[src/rtl/ddr_uart_pkg.sv]
// Shared types and default constants for the UART-FIFO to DDR3 write path.
// Holds the drain-controller state encoding and the width helpers used by its sub-blocks.
package ddr_uart_pkg;

  typedef enum logic [1:0] {
    IDLE  = 2'd0,
    FILL  = 2'd1,
    ISSUE = 2'd2
  } state_t;

  localparam int W_DATA_DEF         = 8;
  localparam int ADDR_W_DEF         = 8;
  localparam int BYTES_PER_WORD_DEF = 16;
  localparam int DDR_ADDR_W_DEF     = 28;
  localparam int ADDR_STEP_DEF      = 8;
  localparam int TIMEOUT_DEF        = 1024;

  // The byte count must reach BYTES_PER_WORD itself, hence the +1.
  function automatic int cnt_width(input int n);
    return $clog2(n + 1);
  endfunction

  localparam int BYTE_CNT_W_DEF = cnt_width(BYTES_PER_WORD_DEF);

endpackage

[src/rtl/fifo_byte_packer.sv]
// Packs captured FIFO bytes into one DDR word, lane 0 first.
// Tracks the fill level and derives the byte-lane write mask from it.
module fifo_byte_packer
  import ddr_uart_pkg::*;
#(
  parameter int W_DATA         = W_DATA_DEF,
  parameter int BYTES_PER_WORD = BYTES_PER_WORD_DEF,
  parameter int CNT_W          = cnt_width(BYTES_PER_WORD)
) (
  input  logic                             clk,
  input  logic                             rst,
  input  logic                             capture,
  input  logic                             clear,
  input  logic [W_DATA-1:0]                din,
  output logic [W_DATA*BYTES_PER_WORD-1:0] data,
  output logic [CNT_W-1:0]                 byte_cnt,
  output logic [BYTES_PER_WORD-1:0]        mask
);

  logic word_full;
  assign word_full = (byte_cnt == CNT_W'(BYTES_PER_WORD));

  // NOTE: registers use non-blocking assignments so every flop samples pre-edge values.
  always_ff @(posedge clk) begin
    if (rst || clear) begin
      data     <= '0;
      byte_cnt <= '0;
    end else if (capture && !word_full) begin
      for (int k = 0; k < BYTES_PER_WORD; k++) begin
        if (byte_cnt == CNT_W'(k)) data[k*W_DATA +: W_DATA] <= din;
      end
      byte_cnt <= byte_cnt + 1'b1;
    end
  end

  // Lanes at or above the fill level were never written and must be masked off.
  // NOTE: defaulting every always_comb output first keeps this from inferring latches.
  always_comb begin
    mask = '0;
    for (int k = 0; k < BYTES_PER_WORD; k++) begin
      mask[k] = (CNT_W'(k) >= byte_cnt);
    end
  end

endmodule

[src/rtl/ddr_fifo_drain_ctrl.sv]
// Drains the UART byte FIFO into DDR3-width write requests with auto-incrementing address.
// Partial words are flushed with byte masks on idle timeout or when draining is disabled.
module ddr_fifo_drain_ctrl
  import ddr_uart_pkg::*;
#(
  parameter int W_DATA         = W_DATA_DEF,
  parameter int ADDR_W         = ADDR_W_DEF,
  parameter int BYTES_PER_WORD = BYTES_PER_WORD_DEF,
  parameter int DDR_ADDR_W     = DDR_ADDR_W_DEF,
  parameter int ADDR_STEP      = ADDR_STEP_DEF,
  parameter int TIMEOUT        = TIMEOUT_DEF
) (
  input  logic                             i_clk,
  input  logic                             i_rst,
  input  logic                             i_enable,
  input  logic [DDR_ADDR_W-1:0]            i_base_addr,
  input  logic                             i_fifo_empty,
  input  logic [ADDR_W-1:0]                i_fifo_cnt,
  output logic                             o_fifo_rd_en,
  input  logic [W_DATA-1:0]                i_fifo_rdata,
  output logic                             o_wr_valid,
  input  logic                             i_wr_ready,
  output logic [DDR_ADDR_W-1:0]            o_wr_addr,
  output logic [W_DATA*BYTES_PER_WORD-1:0] o_wr_data,
  output logic [BYTES_PER_WORD-1:0]        o_wr_mask,
  output logic                             o_busy,
  output logic [31:0]                      o_words_written
);

  localparam int CNT_W = cnt_width(BYTES_PER_WORD);
  localparam int TMR_W = (TIMEOUT > 1) ? $clog2(TIMEOUT) : 1;

  state_t                    state, next_state;
  logic                      inflight;
  logic [TMR_W-1:0]          timer;
  logic [CNT_W-1:0]          byte_cnt;
  logic [CNT_W:0]            pending;
  logic [BYTES_PER_WORD-1:0] pk_mask;
  logic has_bytes, word_full, timeout_hit, flush_req, go_issue;
  logic room, pace_ok, handshake, rd_en;

  assign has_bytes   = (byte_cnt != '0);
  assign word_full   = (byte_cnt == CNT_W'(BYTES_PER_WORD));
  assign timeout_hit = (timer == TMR_W'(TIMEOUT - 1));
  assign pending     = {1'b0, byte_cnt} + {{CNT_W{1'b0}}, inflight};
  assign room        = (pending < (CNT_W+1)'(BYTES_PER_WORD));
  // The occupancy may lag a read by a cycle, so a lone byte is never read twice in a row.
  assign pace_ok     = !inflight || (i_fifo_cnt >= ADDR_W'(2));
  // A flush waits for any outstanding byte so it lands in the word being issued.
  assign flush_req   = has_bytes && !inflight && (timeout_hit || !i_enable);
  assign go_issue    = (word_full && !inflight) || flush_req;
  assign handshake   = (state == ISSUE) && i_wr_ready;

  always_comb begin
    next_state = state;
    rd_en      = 1'b0;
    case (state)
      IDLE: begin
        if (i_enable) next_state = FILL;
      end
      FILL: begin
        rd_en = i_enable && !i_fifo_empty && room && pace_ok && !go_issue;
        if (go_issue)                                   next_state = ISSUE;
        else if (!i_enable && !has_bytes && !inflight)  next_state = IDLE;
      end
      ISSUE: begin
        if (i_wr_ready) next_state = i_enable ? FILL : IDLE;
      end
      default: next_state = IDLE;
    endcase
  end

  always_ff @(posedge i_clk) begin
    if (i_rst) begin
      state    <= IDLE;
      inflight <= 1'b0;
    end else begin
      state    <= next_state;
      inflight <= rd_en;
    end
  end

  // Idle timer only runs while a partial word waits and nothing is arriving.
  always_ff @(posedge i_clk) begin
    if (i_rst || state != FILL || inflight || !has_bytes) timer <= '0;
    else if (!timeout_hit)                                timer <= timer + 1'b1;
  end

  always_ff @(posedge i_clk) begin
    if (i_rst) begin
      o_wr_addr       <= '0;
      o_words_written <= '0;
    end else if (state == IDLE && i_enable) begin
      o_wr_addr <= i_base_addr;
    end else if (handshake) begin
      o_wr_addr       <= o_wr_addr + DDR_ADDR_W'(ADDR_STEP);
      o_words_written <= o_words_written + 32'd1;
    end
  end

  fifo_byte_packer #(
    .W_DATA         (W_DATA),
    .BYTES_PER_WORD (BYTES_PER_WORD),
    .CNT_W          (CNT_W)
  ) u_packer (
    .clk      (i_clk),
    .rst      (i_rst),
    .capture  (inflight),
    .clear    (handshake),
    .din      (i_fifo_rdata),
    .data     (o_wr_data),
    .byte_cnt (byte_cnt),
    .mask     (pk_mask)
  );

  assign o_fifo_rd_en = rd_en;
  assign o_wr_valid   = (state == ISSUE);
  assign o_wr_mask    = o_wr_valid ? pk_mask : '0;
  assign o_busy       = (state != IDLE);

endmodule

[config.mk]
export PLATFORM = sky130hd
export DESIGN_NAME = ddr_fifo_drain_ctrl
export DESIGN_NICKNAME = d
export VERILOG_FILES = /design/src/rtl/ddr_uart_pkg.sv /design/src/rtl/fifo_byte_packer.sv /design/src/rtl/ddr_fifo_drain_ctrl.sv
export SDC_FILE = /design/constraint.sdc
export NUM_CORES = 1
export LEC_CHECK = 0
export CAP_MARGIN = 20
export CORE_AREA = 4 4 205 107
export DETAILED_ROUTE_END_ITERATION = 16
export DIE_AREA = 0 0 209 111
export HOLD_SLACK_MARGIN = 0.12
export PLACE_DENSITY = 0.76
export SLEW_MARGIN = 30
export SYNTH_ARGS = -nofsm -noshare
export SYNTH_HDL_FRONTEND = slang
export SYNTH_SLANG_ARGS = --single-unit
[constraint.sdc]
create_clock -name i_clk -period 2.1 [get_ports i_clk]
set_input_delay 0.42 -clock i_clk [delete_from_list [all_inputs] [get_ports i_clk]]
set_output_delay 0.42 -clock i_clk [all_outputs]
set_load 0.03 [all_outputs]
* Word level (Yosys, flattened, before mapping) *
Cells that the tools add are included.

word-level totals
  register bits = 206
  output and inout port bits = 207

cells by class
  add/subtract/negate cells = 5
  order comparisons = 18
  equality and inequality tests = 23
  multiplexer cells = 10
  bitwise gates (word level) = 1
  reductions and logical operators = 48

operator list
  cell                                                                   number
  28-bit 2-to-1 mux                                                      2
  5-bit by 4-bit == test with 1-bit output, second input constant        8
  4-bit by 5-bit >= comparator with 1-bit output, first input constant   8
  2-bit AND reduction                                                    17
  32-bit by 1-bit adder with 32-bit output, second input constant        1
  28-bit by 4-bit adder with 28-bit output, second input constant        1
  5-bit by 3-bit == test with 1-bit output, second input constant        4
  3-bit by 5-bit >= comparator with 1-bit output, first input constant   4
  16-bit 2-to-1 mux                                                      1
  1-bit logical AND                                                      12
  10-bit by 1-bit adder with 10-bit output, second input constant        1
  10-bit == test, second input constant                                  1
  5-bit by 2-bit == test with 1-bit output, second input constant        2
  1-bit by 5-bit >= comparator with 1-bit output, first input constant   2
  2-bit by 5-bit >= comparator with 1-bit output, first input constant   2
  8-bit by 2-bit >= comparator with 1-bit output, second input constant  1
  2-bit 2-to-1 mux                                                       4
  1-bit logical OR                                                       7
  5-bit by 1-bit adder with 6-bit output                                 1
  1-bit logical NOT                                                      6
  6-bit by 5-bit < comparator with 1-bit output, second input constant   1
  2-bit one-hot mux with 3 select lines                                  1
  5-bit by 1-bit adder with 5-bit output, second input constant          1
  5-bit by 1-bit == test with 1-bit output, second input constant        1
  13 further kinds                                                       16

* Logic depth before layout (Yosys ltp) *
Gate-level depths: netlist of run 1.

  depth after elaboration = 7
  mapped depth = 8
  gate-level depth less buffers = 6

* Hierarchy *
Synthesis of run 1 repeated with hierarchy kept, for this count alone.

unflattened totals
  cells, all modules = 973
  area, all modules = 9028.7 um^2

modules (own cells, without submodules)
  module               times used  cells an instance  area an instance (um^2)  sequential area each (um^2)
  fifo_byte_packer     1           502                5211.2                   2662.6
  ddr_fifo_drain_ctrl  1           471                3817.4                   1461.4

* Worst setup path before layout of run 1 *
No wires, ideal clock.

  path type = register -> output
  from = reg state[1]
  to = out o_wr_mask[4]
  arrival time = 2.149 ns
  required time = 1.680 ns
  slack = -0.469 ns
  cell stages (with the launch flop) = 8
  path buffers = 2
  path through = dfxtp_1 -> buf_2 -> nor2b_1 -> nand2b_1 -> clkbuf_1 -> inv_1 -> nand2_1 -> a21oi_1

between the ends
  word-level cells in the longest chain between the ends = 2

ends and longest elaborated chain
  what                    RTL line                    RTL
  from (decl)             ddr_fifo_drain_ctrl.sv:33   state_t state, next_state;
  from (signal assigned)  ddr_fifo_drain_ctrl.sv:78   state <= next_state;
  2-bit == test           ddr_fifo_drain_ctrl.sv:117  assign o_wr_valid = (state == ISSUE);
  named net o_wr_valid    ddr_fifo_drain_ctrl.sv:21   output logic o_wr_valid,
  16-bit 2-to-1 mux       ddr_fifo_drain_ctrl.sv:118  assign o_wr_mask = o_wr_valid ? pk_mask : '0;
  to (decl)               ddr_fifo_drain_ctrl.sv:25   output logic [BYTES_PER_WORD-1:0] o_wr_mask,

The timed path passes the listed nets, and every way through them passes these cells.

* Final worst setup path of run 1 *
  from = reg u_packer.byte_cnt[0]
  to = out o_fifo_rd_en

between the ends
  word-level cells in the longest chain between the ends = 7

ends and longest elaborated chain
  what                                                                                            RTL line                   RTL
  from (decl)                                                                                     fifo_byte_packer.sv:16     output logic [CNT_W-1:0] byte_cnt,
  from (signal assigned)                                                                          fifo_byte_packer.sv:32     byte_cnt <= byte_cnt + 1'b1;
  parallel branches: the longest is 5 deep, another holds 5-bit by 1-bit adder with 6-bit output  n/a
  1-bit logical AND *                                                                             ddr_fifo_drain_ctrl.sv:62  rd_en = i_enable && !i_fifo_empty && room && pace_ok && !go_issue;
  1-bit 2-to-1 mux *                                                                              ddr_fifo_drain_ctrl.sv:57  case (state)
  to (decl)                                                                                       ddr_fifo_drain_ctrl.sv:19  output logic o_fifo_rd_en,

Mark *: on every way between the ends.

==> results of run 1 <==
-- worst max-delay path, stage by stage (launching register included) --
cell and delay (ps):
dfxtp_2 350, inv_4 50, ha_4 160, buf_6 120, a21bo_2 190, o21ai_2 140, and2_4 170, buf_6 130
-- power groups by stage --
stage	logic, uW	registers [uW]	clock network (uW)
2_1_floorplan	208	4190	0
3_3_place_gp	611	4100	0
3_5_place_dp	616	4110	0
4_1_cts	622	4020	3800
5_1_grt	667	4020	3980
6_report	627	4020	3720
-- worst paths after layout --
check / startpoint / slack [ps] / endpoint / cells past startpoint
min reg2reg: u_packer.data[12]$_SDFFE_PP0P_ / 460 / u_packer.data[12]$_SDFFE_PP0P_ / 2
min: i_rst / 370 / state[0]$_SDFFE_PP0P_ / 4
max reg2reg: state[0]$_SDFFE_PP0P_ / 150 / o_wr_addr[26]$_SDFFE_PP0P_ / 7
max: u_packer.byte_cnt[0]$_SDFFE_PP0N_ / -130 / o_fifo_rd_en / 7
-- timing repair --
action,CTS,global route
gates resized for setup,63,54
setup endpoints to repair,16,37
hold buffers,0,0
setup buffers,7,8
hold endpoints to repair,0,0
pin swaps,6,12
-- layer usage --
metal | vias up | routed length (microns)
met5 | - | 0
met4 | 0 | 466
met3 | 36 | 1670
met2 | 239 | 11300
met1 | 3777 | 13800
li1 | 3853 | -
-- layout by cell type, fill, tap and decap left out, types with 5 or more instances in the layout --
cell | netlist | routed
a211oi_1 | 18 | 18
a21oi_1 | 33 | 28
a21oi_2 | 0 | 5
and3_1 | 10 | 10
buf_12 | 0 | 5
buf_4 | 0 | 86
buf_6 | 0 | 19
clkbuf_16 | 0 | 21
clkbuf_8 | 0 | 7
clkdlybuf4s50_1 | 0 | 210
dfxtp_1 | 206 | 200
dfxtp_2 | 0 | 5
dlymetal6s2s_1 | 0 | 18
inv_1 | 16 | 13
mux2i_1 | 123 | 123
nand2_1 | 56 | 54
nand3_1 | 44 | 43
nand4_1 | 20 | 20
nor2_1 | 203 | 199
nor3_1 | 13 | 11
nor4_1 | 5 | 5
o21ai_0 | 16 | 15
or3_1 | 11 | 11
xnor2_1 | 19 | 19
xor2_1 | 28 | 28
-- flip-flops by register name, indices dropped and copies added (netlist names) --
name / count
inflight: 1
o_words_written: 32
o_wr_addr: 28
state: 2
timer: 10
u_packer.byte_cnt: 5
u_packer.data: 128
-- cell families after synthesis --
family	Yosys count	synth area share, %
buf+inv	74	3.34
flops	206	48.3
simple gates	399	21.9
fa+ha+maj	6	0.880
xor+xnor	47	4.83
compound gates	85	6.16
mux	124	14.6
-- metrics by stage --
step                hold WS (ps)  cell area, sq um  TNS [ps]  utilization (%)  worst slack, ps
finish                       375             12900      -556             64.0             -130
global route                 391             12900     -1150             64.0             -198
CTS                          355             12700      -621             62.8             -147
detailed placement           446             11800     -4890             58.7             -526
global placement             442             11800     -3560             58.7             -541
floorplan                    469              8560      -184                -            -40.9
-- cell type report --
type / count / area share, %
Inverter: 17 / 0.533
Sequential cell: 206 / 32.0
Clock inverter: 6 / 0.475
Timing Repair Buffer: 346 / 25.9
Tap cell: 273 / 2.65
Clock buffer: 30 / 4.88
Multi-Input combinational cell: 661 / 33.5
-- synthesized netlist by cell type, drive strengths merged, types with 18 or more instances --
cell,number,area [sq um]
nand2,56,210
xnor2,19,166
a21oi,33,165
xor2,28,245
dfxtp,206,4120
clkbuf,46,173
nand4,20,125
mux2i,123,1230
a211oi,18,135
nand3,46,240
nor2,204,768
==> flow_metrics.env, run 1 <==
export IMPL_clock_sink_count=206
export IMPL_sw_frac_of_total_pct=23.2
export IMPL_cts_root_buf="clkbuf_16"
export IMPL_period_needed_ps=2230
export IMPL_outcome="finished with violations"
export IMPL_tritoncts="built"
export IMPL_cellLeakagePower_uw=0.00557
export IMPL_syn_area_per_cell_sq_um=9.07
export IMPL_clock_latency_ps=490
export IMPL_core_sq_um=20200
export IMPL_post_drt_via_cell_ratio=5.14
export IMPL_comb_power_share_pct=7.5
export IMPL_layout_setup_ws_ps=-130
export IMPL_post_dp_hpwl_microns=19900
export IMPL_groute_layer_met1_usage_pct=34.0
export IMPL_worst_ep_required_time_ps=1680
export IMPL_clk_pin_slew_ps=60
export IMPL_globalRouteOverflowTotal=0
export IMPL_post_synth_num_cell_types=50
export IMPL_rsz0062_at_grt="true"
export IMPL_max_slew_margin_rel_pct=65.5
export IMPL_design_portCount=256
export IMPL_finalPower_uw=8370
export IMPL_use_met2_pct=32.5
export IMPL_postSynth_topFlopCell="dfxtp_1"
export IMPL_global_route_usage_total_pct=22.5
export IMPL_yosysSeqAreaShare_pct=48.3
export IMPL_synthesis_area_sq_um=8530
export IMPL_cts_htree_levels=1
export IMPL_chipHeight_microns=111
export IMPL_maxCapViolations=0
export IMPL_seqPwrFrac_pct=48.0
export IMPL_setup_worst_path_start_class="register"
export IMPL_internal_power_uw=6430
export IMPL_category_of_the_worst_setup_path_capture_point="primary output"
export IMPL_port_buffers=254
export IMPL_hold_fails_final_rpt=0
export IMPL_nNetsFinal=1307
export IMPL_vdd_ir_drop_worst_mv=0.505
export IMPL_final_setup_viol_count=8
export IMPL_ant_nets=0
export IMPL_antenna_diode_count=0
export IMPL_timing_final_crit_share_pct=106
export IMPL_worstPathArrival_ps=1810
export IMPL_pwr_density_cell_nw_per_um2=648
export IMPL_max_slew_worst_pin_slew_ps=518
export IMPL_final_layout_size_suffix_gt1_share_pct=15.6
export IMPL_grt_antenna_before_repair=0
export IMPL_post_place_cells=1489
export IMPL_global_route_peak_usage_layer="met1"
export IMPL_cts_buffer_depth=3
export IMPL_die_w_microns=209
export IMPL_final_cells=1539
export IMPL_async_reset_ff_share_pct=0
export IMPL_gp_routability_congestion=0.843
export IMPL_synth_edff_count=0
export IMPL_routed_length_per_instance_microns=17.7
export IMPL_floorplan_die_area_sq_um=23200
export IMPL_violations="negative setup slack"
export IMPL_areaGrowthSynthToFinish_pct=51.3
export IMPL_initial_core_util_pct=42.3
export IMPL_route_detailed_drc=0
export IMPL_grt_start_max_net_pins=41
export IMPL_globalRouteMet3Util_pct=5.43
export IMPL_drv_slew=0
export IMPL_numCtsBuffers=20
export IMPL_drt_total_wl_microns=27300
export IMPL_worstSetupPathType="register to primary output"
export IMPL_power_switching_uw=1940
export IMPL_net_count_after_synthesis=996
export IMPL_grt_pass1_wl_microns=42800
export IMPL_seq_area_sq_um=4130
export IMPL_num_fill_cells=1692
export IMPL_synth_warnings=0
export IMPL_post_synth_inst_count=941
export IMPL_timing_hold_worst_class="input port to register"
export IMPL_path_max_fanout=4
export IMPL_multiInputGateArea_sq_um=4330
export IMPL_yosys_register_bits=206
export IMPL_drt_initial_drc_count=607
export IMPL_clock_skew_final_ps=15.5
export IMPL_grt_pass1_vias=7641
export IMPL_clock_power_share_pct=44.5
export IMPL_vias=7905
export IMPL_num_rows=37
export IMPL_fmax_mhz=448
export IMPL_drt_pass1_iter_count=5
No activity file was read; power rests on OpenSTA's default activity.
==> inputs of run 2 (changes only) <==
Settings changed: GPL_TIMING_DRIVEN from default to 0, SLEW_MARGIN 30 to 25.
==> flow_metrics.env, run 2 (synthesis results as in run 1) <==
export IMPL_gp_routability_congestion=0.916
export IMPL_ant_nets=0
export IMPL_core_sq_um=20200
export IMPL_layout_cells_most_common="clkdlybuf4s50_1"
export IMPL_antenna_diode_count=0
export IMPL_rsz0062_at_grt="true"
export IMPL_drt_total_wl_microns=28400
export IMPL_pwr_density_cell_nw_per_um2=671
export IMPL_clock_latency_ps=480
export IMPL_final_layout_size_suffix_gt1_share_pct=12.1
export IMPL_layout_setup_ws_ps=-203
export IMPL_max_slew_margin_rel_pct=50.1
export IMPL_floorplan_die_area_sq_um=23200
export IMPL_path_max_fanout=7
export IMPL_tns_ps=-717
export IMPL_hold_path_depth=2
export IMPL_final_cells=1517
export IMPL_global_route_usage_total_pct=23.7
export IMPL_hold_buffers=0
export IMPL_post_dp_hpwl_microns=20800
export IMPL_rr_worst_depth=4
export IMPL_nNetsFinal=1287
export IMPL_registers_top_by_ff_count="u_packer.data"
export IMPL_areaGrowthSynthToFinish_pct=47.2
export IMPL_clock_sink_count=206
export IMPL_globalRouteOverflowTotal=0
export IMPL_cts_root_buf="clkbuf_16"
export IMPL_cellLeakagePower_uw=0.00520
export IMPL_finalPower_uw=8430
export IMPL_post_drt_via_cell_ratio=5.27
export IMPL_outcome="finished with violations"
export IMPL_cts_htree_levels=1
export IMPL_vdd_ir_drop_worst_mv=0.379
export IMPL_port_buffers=254
export IMPL_drt_initial_drc_count=542
export IMPL_finalCoreUtilization_pct=62.2
export IMPL_num_rows=37
export IMPL_mostFrequentLayoutCells="clkdlybuf4s50_1 (221), nor2_1 (200), dfxtp_1 (195), mux2i_1 (123), nand2_1 (53)"
export IMPL_setup_worst_path_start_class="register"
export IMPL_worst_ep_required_time_ps=1680
export IMPL_fin_hold_ws_ps=460
export IMPL_flip_flop_count_of_the_largest_register_after_layout=128
export IMPL_design_portCount=256
export IMPL_chipHeight_microns=111
export IMPL_grt_pass1_wl_microns=44500
export IMPL_clock_skew_final_ps=9.68
export IMPL_category_of_the_worst_setup_path_capture_point="primary output"
export IMPL_grt_pass1_vias=7782
export IMPL_clk_pin_slew_ps=70
export IMPL_routed_length_per_instance_microns=18.7
export IMPL_max_slew_worst_pin_slew_ps=745
export IMPL_die_w_microns=209
export IMPL_tritoncts="built"
export IMPL_period_needed_ps=2300
export IMPL_numCtsBuffers=19
export IMPL_num_fill_cells=1682
export IMPL_post_place_cells=1468
export IMPL_reg_top3="u_packer.data: 128 flops, o_words_written: 32 flops, o_wr_addr: 28 flops"
export IMPL_grt_start_max_net_pins=17
export IMPL_final_setup_viol_count=10
export IMPL_fmax_mhz=434
export IMPL_violations="negative setup slack"
export IMPL_drt_pass1_iter_count=5
export IMPL_initial_core_util_pct=42.3
export IMPL_worstPathArrival_ps=1880
export IMPL_route_detailed_drc=0
export IMPL_drv_slew=0
export IMPL_grt_antenna_before_repair=0
export IMPL_timing_hold_worst_class="register to register"
export IMPL_vias=7994
export IMPL_worstSetupPathType="register to primary output"
export IMPL_cts_buffer_depth=3
export IMPL_hold_fails_final_rpt=0
export IMPL_maxCapViolations=0
export IMPL_timing_final_crit_share_pct=110
[run 2: path summary, 6_finish.rpt]
| check | startpoint | to | slack (ps) |
|---|---|---|---|
| hold reg to reg | o_wr_addr[0]$_SDFFE_PP0P_ | o_wr_addr[0]$_SDFFE_PP0P_ | 460 |
| hold / removal | o_wr_addr[0]$_SDFFE_PP0P_ | o_wr_addr[0]$_SDFFE_PP0P_ | 460 |
| setup / recovery | timer[0]$_SDFFE_PP0N_ | o_fifo_rd_en | -200 |
| setup reg to reg | u_packer.byte_cnt[4]$_SDFFE_PP0N_ | u_packer.data[17]$_SDFFE_PP0P_ | 90 |
[run 2: cell type report]
type | instances | area, sq um | share of cell area, %
Sequential cell | 206 | 4140 | 33.0
Multi-Input combinational cell | 661 | 4350 | 34.6
Tap cell | 273 | 342 | 2.72
Timing Repair Buffer | 274 | 2700 | 21.5
Clock buffer | 24 | 534 | 4.25
Inverter | 17 | 76.3 | 0.608
Clock inverter | 9 | 148 | 1.18
Buffer | 53 | 268 | 2.13
[run 2: worst max-delay path: stages, from the launching register on]
cell     delay (ps)
dfxtp_4         370
ha_4            180
nand4_1         190
nor3_4          270
o21ai_2         100
and2_4          170
buf_6           130
[run 2: timing repair]
action,CTS,global route
setup endpoints to repair,119,151
setup buffers,17,3
resized for setup,169,59
pin swaps,11,11
[run 2: power by group]
| part | internal [uW] | switching, uW |
|---|---|---|
| clock network | 2290 | 1490 |
| logic | 249 | 373 |
| registers | 3950 | 66.0 |
| total | 6500 | 1930 |
[run 2: routing by layer]
metal	share of wire, %	wire length [microns]	track usage [%]	vias to the layer above
met5	0	0	0	-
met4	1.4	397	3.78	0
met3	8.1	2300	6.22	35
met2	41	11700	34.4	287
met1	49	14000	35.8	3858
li1	-	-	-	3814
[run 2: through the flow]
step | setup slack [ps] | area, sq um
after floorplan | -40.9 | 8560
after global placement | -1120 | 11400
after detailed placement | -1120 | 11400
after CTS | -187 | 12400
after global routing | -275 | 12600
final | -203 | 12600
==> inputs of run 3 (changes only) <==
Settings changed: CORE_AREA 4 4 205 107 to 4 4 202 106, CTS_BUF_LIST from default to sky130_fd_sc_hd__clkbuf_8, DIE_AREA 0 0 209 111 to 0 0 206 110, PLACE_DENSITY 0.76 to 0.78, RECOVER_POWER from default to 25.
==> flow_metrics.env, run 3 (synthesis results as in run 1) <==
export IMPL_outcome="finished with violations"
export IMPL_violations="negative setup slack"
export IMPL_drv_slew=0
export IMPL_drt_pass1_iter_count=8
export IMPL_clock_skew_final_ps=10.2
export IMPL_setup_worst_path_start_class="input port"
export IMPL_cts_htree_levels=1
export IMPL_num_rows=36
export IMPL_clock_latency_ps=580
export IMPL_critical_path_reg2reg_startpoint="state[1]$_SDFFE_PP0P_"
export IMPL_path_max_fanout=2
export IMPL_rr_worst_depth=7
export IMPL_setup_reg_to_reg_worst_slack_ps=50
export IMPL_grt_start_max_net_pins=16
export IMPL_timing_final_crit_share_pct=117
export IMPL_design_portCount=256
export IMPL_global_route_peak_usage_layer="met2"
export IMPL_maxCapViolations=0
export IMPL_vias=8011
export IMPL_cp_slowest_stage_delay_ps=500
export IMPL_category_of_the_worst_setup_path_capture_point="primary output"
export IMPL_worstHoldStart="i_base_addr[2]"
export IMPL_grt_pass1_vias=7615
export IMPL_gp_routability_congestion=0.879
export IMPL_chipHeight_microns=110
export IMPL_finalCoreUtilization_pct=64.5
export IMPL_worstPathCellList="clkdlybuf4s50_1 -> or4_4 -> o41ai_4 -> a21oi_1 -> and2_4 -> buf_6"
export IMPL_numCtsBuffers=30
export IMPL_worstSetupPathType="input port to primary output"
export IMPL_worstPathArrival_ps=2040
export IMPL_areaGrowthSynthToFinish_pct=46.5
export IMPL_fmax_mhz=407
export IMPL_timing_hold_worst_class="input port to register"
export IMPL_layout_setup_ws_ps=-359
export IMPL_globalRouteMet3Util_pct=5.44
export IMPL_flip_flop_count_of_the_largest_register_after_layout=128
export IMPL_cpMaxStageDelayCell="or4_4"
export IMPL_floorplan_die_area_sq_um=22700
export IMPL_routed_length_per_instance_microns=17.9
export IMPL_post_drt_via_cell_ratio=5.23
export IMPL_grt_antenna_before_repair=0
export IMPL_antenna_diode_count=0
export IMPL_final_layout_size_suffix_gt1_share_pct=11.8
export IMPL_grt_pass1_wl_microns=41500
export IMPL_period_needed_ps=2460
export IMPL_registers_top_by_ff_count="u_packer.data"
export IMPL_cellLeakagePower_uw=0.00605
export IMPL_use_met2_pct=39.4
export IMPL_rsz0062_at_grt="true"
export IMPL_fin_hold_ws_ps=394
export IMPL_worst_ep_required_time_ps=1680
export IMPL_route_detailed_drc=0
export IMPL_cts_root_buf="clkbuf_8"
export IMPL_tritoncts="built"
export IMPL_reg_top3="u_packer.data: 128 flops, o_words_written: 32 flops, o_wr_addr: 28 flops"
export IMPL_drt_initial_drc_count=542
export IMPL_initial_core_util_pct=44.0
export IMPL_die_w_microns=206
export IMPL_hold_path_depth=3
export IMPL_max_slew_margin_rel_pct=47.5
export IMPL_max_slew_worst_pin_slew_ps=785
export IMPL_post_dp_hpwl_microns=19200
export IMPL_nNetsFinal=1299
export IMPL_pwr_density_cell_nw_per_um2=631
export IMPL_vdd_ir_drop_worst_mv=0.450
export IMPL_final_setup_viol_count=13
export IMPL_mostFrequentLayoutCells="dfxtp_1 (199), nor2_1 (198), clkdlybuf4s50_1 (140), mux2i_1 (123), nand2_1 (54)"
export IMPL_cts_buffer_depth=3
export IMPL_port_buffers=254
export IMPL_detailedPlace_worstSlack_ps=-929
export IMPL_drt_total_wl_microns=27400
export IMPL_ant_nets=0
export IMPL_globalRouteOverflowTotal=0
export IMPL_path_buf_inv=2
export IMPL_regToRegEndpoint="o_words_written[26]$_SDFFE_PP0P_"
export IMPL_global_route_usage_total_pct=22.8
export IMPL_cell_family_contributing_the_most_delay_on_the_critical_path="simple AND/OR/NAND/NOR gates"
export IMPL_hold_buffers=0
export IMPL_hold_fails_final_rpt=0
export IMPL_critical_path_depth=6
export IMPL_groute_layer_met1_usage_pct=28.6
export IMPL_layout_cells_most_common="dfxtp_1"
export IMPL_clk_pin_slew_ps=60
export IMPL_core_sq_um=19400
export IMPL_clock_sink_count=206
export IMPL_tns_ps=-2610
export IMPL_worst_hold_path_endpoint="o_wr_addr[2]$_SDFFE_PP0P_"
run 3: area by class of cell:
type / count / area [sq um]
Timing Repair Buffer: 277 / 2760
Clock inverter: 18 / 103
Buffer: 51 / 245
Clock buffer: 37 / 509
Tap cell: 266 / 333
Sequential cell: 206 / 4140
Multi-Input combinational cell: 661 / 4330
Fill cell: 1555 / 6870
Inverter: 17 / 77.6
run 3: worst max-delay path by stage:
| stage | start | to | slack, ps |
|---|---|---|---|
| floorplan | state[1]$_SDFFE_PP0P_ | o_wr_mask[4] | -40 |
| global placement | i_fifo_cnt[5] | o_fifo_rd_en | -970 |
| detailed placement | i_fifo_cnt[5] | o_fifo_rd_en | -930 |
| CTS | u_packer.byte_cnt[1]$_SDFFE_PP0N_ | o_fifo_rd_en | -350 |
| global route | timer[2]$_SDFFE_PP0N_ | o_fifo_rd_en | -420 |
| finish | i_fifo_cnt[2] | o_fifo_rd_en | -360 |
run 3: tightest hold or removal path, stage by stage:
cell             delay [ps]
clkdlybuf4s50_1         400
nand2_1                  50
a21oi_1                  50
run 3: what timing repair did:
| action | CTS | global route |
|---|---|---|
| endpoints found under the hold margin | 0 | 0 |
| pin swaps | 6 | 12 |
| buffers inserted | 14 | 11 |
| resized for setup | 205 | 91 |
| endpoints found under the setup margin | 166 | 130 |
run 3: per-stage QoR:
stage | std cells | instance area, sq um | total power, uW
floorplan | 941 | 8560 | 4400
global placement | 1461 | 11400 | 4700
detailed placement | 1461 | 11400 | 4710
CTS | 1526 | 12300 | 7940
global route | 1533 | 12500 | 8200
finish | 1533 | 12500 | 7890
run 3: metal layers:
layer,vias up,part of all wire [%]
met5,-,0
met3,62,6.5
li1,3851,-
met1,3837,42
met2,261,49
met4,0,3.0
run 3: power by group:
part	switching (uW)	leakage (uW)	internal (uW)	total, uW
clock	1560	0.000366	1710	3280
sequential	62.8	0.00167	3950	4020
combinational	364	0.00401	228	593
total	1990	0.00605	5900	7890
==> patch 1: new RTL, flow settings as in run 1 <==
Set the package constant `TIMEOUT_DEF` to 512 (it was 1024).
--- a/src/rtl/ddr_uart_pkg.sv
+++ b/src/rtl/ddr_uart_pkg.sv
@@ -13,7 +13,7 @@
   localparam int BYTES_PER_WORD_DEF = 16;
   localparam int DDR_ADDR_W_DEF     = 28;
   localparam int ADDR_STEP_DEF      = 8;
-  localparam int TIMEOUT_DEF        = 1024;
+  localparam int TIMEOUT_DEF        = 512;
 
   // The byte count must reach BYTES_PER_WORD itself, hence the +1.
   function automatic int cnt_width(input int n);
Function: no difference found for any inputs over 4 cycles, from zero or initial values and one cycle with i_rst high; that may be too few to reach the edited logic, so the function may still have changed.
==> patch 1 against run 1 <==
The flow still finishes with violations (negative setup slack); largest cell class unchanged; global-route usage grew 2.4 points; largest power group unchanged; non-clock buffer count grew 11; critical path depth is the same; area after synthesis grew 2.3%; sequential cell count shrank 1; design area grew 1.6%; cell count grew 5.5%; power grew 1.1%; count of clock-buffer cells in the layout shrank 5; clock power grew 2%; critical endpoint unchanged; sequential power shrank 1%; setup slack lost 270 ps; routed wire length grew 11%; sequential share of layout area shrank 0.61 points.
==> patch 1: results (changes against run 1) <==
stage,metric,value,unit,change
power,worst vdd ir,0.000470,V,was 0.000505 V
sta,final worst-path cycle share,1.19,,was 1.06
placement,Post-DP Area,0.0120,sq mm,was 0.0118 sq mm
finish,share of cells above drive strength 1,0.153,,was 0.156
critical_path,CP max-delay cell,or3b_4,,was dfxtp_2
outcome,status,"complete, but fails checks",,unchanged
grt,pin count of the biggest net entering global routing,56,,was 41
critical_path,CP Data Arrival Time,2080,ps,was 1810 ps
drt,Vias per Instance,5.56,,was 5.14
power,Lkg Pwr,4.88,nW,was 5.57 nW
grt,number of global-route vias before repair,8629,,was 7641
synthesis,Post-synth top cells,"dfxtp_1, nand2_1, a21oi_1",,"was dfxtp_1, nor2_1, mux2i_1"
placement,placed cells,1575,,was 1489
critical_path,max incr delay on CP,410,ps,was 350 ps
power,switching power total,2.02,mW,was 1.94 mW
outcome,failing checks,negative setup slack,,unchanged
placement,dpl ws,-243,ps,was -526 ps
sta,final setup fails,9,,was 8
synthesis,main area contributors after synthesis,"dfxtp_1, a21oi_1, nand3_1",,"was dfxtp_1, mux2i_1, nor2_1"
critical_path,Crit Path Max Fanout,2,,was 4
finish,Nets,1393,,was 1307
sta,final setup TNS,-1320,ps,was -556 ps
synthesis,"Seq/Total Area, Yosys",0.470,,was 0.483
sta,setup skew after layout,14.3,ps,was 15.5 ps
sta,fin worst setup slack,-397,ps,was -130 ps
drt,number of detailed-route iterations in the first pass,9,,was 5
sta,Slew @ Worst Pin,537,ps,was 518 ps
[patch 1: final timing paths]
kind	start	endpoint	slack (ps)	depth (start not counted)
setup / recovery	u_packer.byte_cnt[1]	o_fifo_rd_en	-400	7
hold reg to reg	o_wr_addr[1]	o_wr_addr[1]	450	2
hold / removal	i_rst	state[1]	360	2
setup reg to reg	u_packer.byte_cnt[1]	state[1]	120	9
[patch 1: cell families after synthesis]
kind of cell    count (synthesis)  synth area share
fa+ha+maj                       7            0.0100
simple gates                  467             0.264
mux                            45            0.0518
compound gates                197             0.131
buf+inv                       106            0.0469
flops                         205             0.470
xor+xnor                       26            0.0261
[patch 1: final cells by class]
class | count | share of cell area
multi-input combinational | 742 | 0.340
clock inverter | 11 | 0.0118
tap | 273 | 0.0261
clock buffer | 25 | 0.0411
timing repair buffer | 357 | 0.263
sequential | 205 | 0.314
inverter | 11 | 0.00315
[patch 1: power by group through the flow]
stage | sequential, mW | combinational, mW | clock (mW)
final | 3.98 | 0.674 | 3.80
after global routing | 3.98 | 0.717 | 4.02
after CTS | 3.98 | 0.669 | 3.88
after detailed placement | 4.07 | 0.661 | 0
after global placement | 4.06 | 0.654 | 0
after floorplan | 4.15 | 0.220 | 0
[patch 1: timing repair]
item,4_1_cts,5_1_grt
resized for setup,59,32
pin swaps,8,10
setup buffers,10,7
setup endpoints to repair,22,40
[patch 1: critical path: cells and delay by family (launching register included)]
kind                       cells  cell delay [ps]
and+or+nand+nor                2              500
muxes                          2              420
DFF                            1              320
buffers and inverters          2              210
adders and majority gates      1              130
[patch 1: routing by layer]
metal,up-vias,track usage,wire length (microns)
li1,4293,-,-
met1,4317,0.373,14200
met2,388,0.352,12500
met3,36,0.0746,3040
met4,0,0.0469,444
met5,-,0,0
==> patch 2: new RTL, settings of run 1 <==
Made on the original files. Encoding of `state_t`: now one-hot (3 bits for 3 states).
--- a/src/rtl/ddr_uart_pkg.sv
+++ b/src/rtl/ddr_uart_pkg.sv
@@ -2,10 +2,10 @@
 // Holds the drain-controller state encoding and the width helpers used by its sub-blocks.
 package ddr_uart_pkg;
 
-  typedef enum logic [1:0] {
-    IDLE  = 2'd0,
-    FILL  = 2'd1,
-    ISSUE = 2'd2
+  typedef enum logic [2:0] {
+    IDLE  = 3'b001,
+    FILL  = 3'b010,
+    ISSUE = 3'b100
   } state_t;
 
   localparam int W_DATA_DEF         = 8;
Behaviour: same outputs for any inputs over 4 cycles, from zero or initial values and one cycle with i_rst high; so few cycles prove little.
==> patch 2 against run 1 <==
Power rose by 6.4%; critical path type unchanged; largest cell class unchanged; design area rose by 2.2%; global-route usage is 1.6 points higher; clock power is 14% higher; the flow still finishes with violations (negative setup slack); critical endpoint is now o_wr_mask[6]; area after synthesis up 2.7%; setup slack worse by 110 ps; routed wire length up 11%; sequential cell count grew 1.
==> patch 2: results (changes against run 1) <==
stage,metric,value,unit,change
synthesis,"Seq/Total Area, Yosys",0.473,,was 0.483
critical_path,CP Launch Point,state[0],,was u_packer.byte_cnt[0]
placement,placed cells,1590,,was 1489
drt,vias,8929,,was 7905
critical_path,Worst R2R Path Depth,6,,was 7
drt,drt wl/cell,18.5,microns,was 17.7 microns
synthesis,Post-Synthesis Mean Instance Area,8.25,sq um,was 9.07 sq um
critical_path,RR Endpoint,u_packer.data[46],,was o_wr_addr[26]
grt,pin count of the biggest net entering global routing,45,,was 41
outcome,failing checks,negative setup slack,,unchanged
power,Comb power frac,0.070,,was 0.075
synthesis,Synth Net Count,1116,,was 996
clock_network,postcts setup bufs,5,,was 7
finish,Layout Cells excl Fill,1636,,was 1539
sta,final setup TNS,-2560,ps,was -556 ps
finish,Nets,1403,,was 1307
grt,number of global-route vias before repair,8356,,was 7641
critical_path,Worst R2R Start,inflight,,was state[0]
grt,initial antenna violation count,1,,was 0
power,pwr/cell area,675,mW/mm^2,was 648 mW/mm^2
synthesis,Post-synth top cells,"dfxtp_1, nand2_1, a21oi_1",,"was dfxtp_1, nor2_1, mux2i_1"
critical_path,crit path to,o_wr_mask[6],,was o_fifo_rd_en
critical_path,Crit Path Max Fanout,8,,was 4
grt,global-route wire length before repair,46400,microns,was 42800 microns
drt,number of detailed-route iterations in the first pass,7,,was 5
clock_network,post-CTS sizing,65,,was 63
drt,drt initial violations,828,,was 607
critical_path,Worst R2R Setup Slack,60,ps,was 150 ps
sta,Slew @ Worst Pin,607,ps,was 518 ps
power,Sequential Power Share,0.453,,was 0.480
placement,Post-DP Area,0.0120,sq mm,was 0.0118 sq mm
synthesis,Synth cell types,57,,was 50
placement,dpl ws,-1040,ps,was -526 ps
placement,placer congestion estimate,0.854,,was 0.843
min_path,Hold Crit Start,i_rst,,unchanged
sta,setup skew after layout,12.6,ps,was 15.5 ps
critical_path,Top delay family on crit path,simple AND/OR/NAND/NOR gates,,was flip-flops
power,Lkg Pwr,4.99,nW,was 5.57 nW
sta,fin worst setup slack,-238,ps,was -130 ps
outcome,status,"complete, but fails checks",,unchanged
synthesis,main area contributors after synthesis,"dfxtp_1, a21oi_1, nand3_1",,"was dfxtp_1, mux2i_1, nor2_1"
placement,dpl hpwl,20900,microns,was 19900 microns
sta,final setup fails,16,,was 8
finish,share of cells above drive strength 1,0.154,,was 0.156
[patch 2: cell types whose count changed after synthesis, moves of 16 or more]
cell      change
a21oi_1      +91
clkbuf_1     +20
mux2i_1      -82
nand2_1      +93
nand3_1      +69
nor2_1       -89
nor3_1       +16
[patch 2: cell type report]
cell class,instances,area [sq um]
inverters,15,58.8
clock buffers,24,557
flip-flops and latches,207,4160
multi-input cells,760,4520
fillers,1703,6990
well taps,273,342
diodes,1,2.50
clock inverters,12,223
repair buffers,344,3330
[patch 2: worst reg2reg max path, delay by kind of cell (launching register included)]
kind | cells | cell delay, ps
multiplexers | 1 | 330
flip-flops | 1 | 520
buffers and inverters | 1 | 220
AND/OR/NAND/NOR | 4 | 860
[patch 2: logic make-up (layout without fill, tap and decap cells)]
group | Yosys count | count (layout) | synth area share
AO/OA/AOI/OAI | 180 | 180 | 0.113
XOR/XNOR | 47 | 47 | 0.0470
adder cells (fa/ha/maj) | 6 | 6 | 0.00857
buffers and inverters | 94 | 395 | 0.0447
flip-flops | 207 | 207 | 0.473
multiplexers | 42 | 42 | 0.0481
other | 0 | 1 | 0
AND/OR/NAND/NOR | 485 | 485 | 0.265
[patch 2: metal layers]
| layer | global-route usage | vias up | part of all wire |
|---|---|---|---|
| li1 | - | 4242 | - |
| met1 | 0.363 | 4290 | 0.47 |
| met2 | 0.345 | 356 | 0.43 |
| met3 | 0.0642 | 41 | 0.089 |
| met4 | 0.0460 | 0 | 0.019 |
| met5 | 0 | - | 0 |
[patch 2: worst min path at each step]
stage | endpoint | slack (ps) | depth (start not counted)
2_1_floorplan | timer[6] | 480 | 2
3_3_place_gp | u_packer.data[68] | 440 | 2
3_5_place_dp | u_packer.data[38] | 450 | 2
4_1_cts | inflight | 210 | 2
5_1_grt | o_words_written[2] | 230 | 2
6_report | o_words_written[2] | 230 | 2
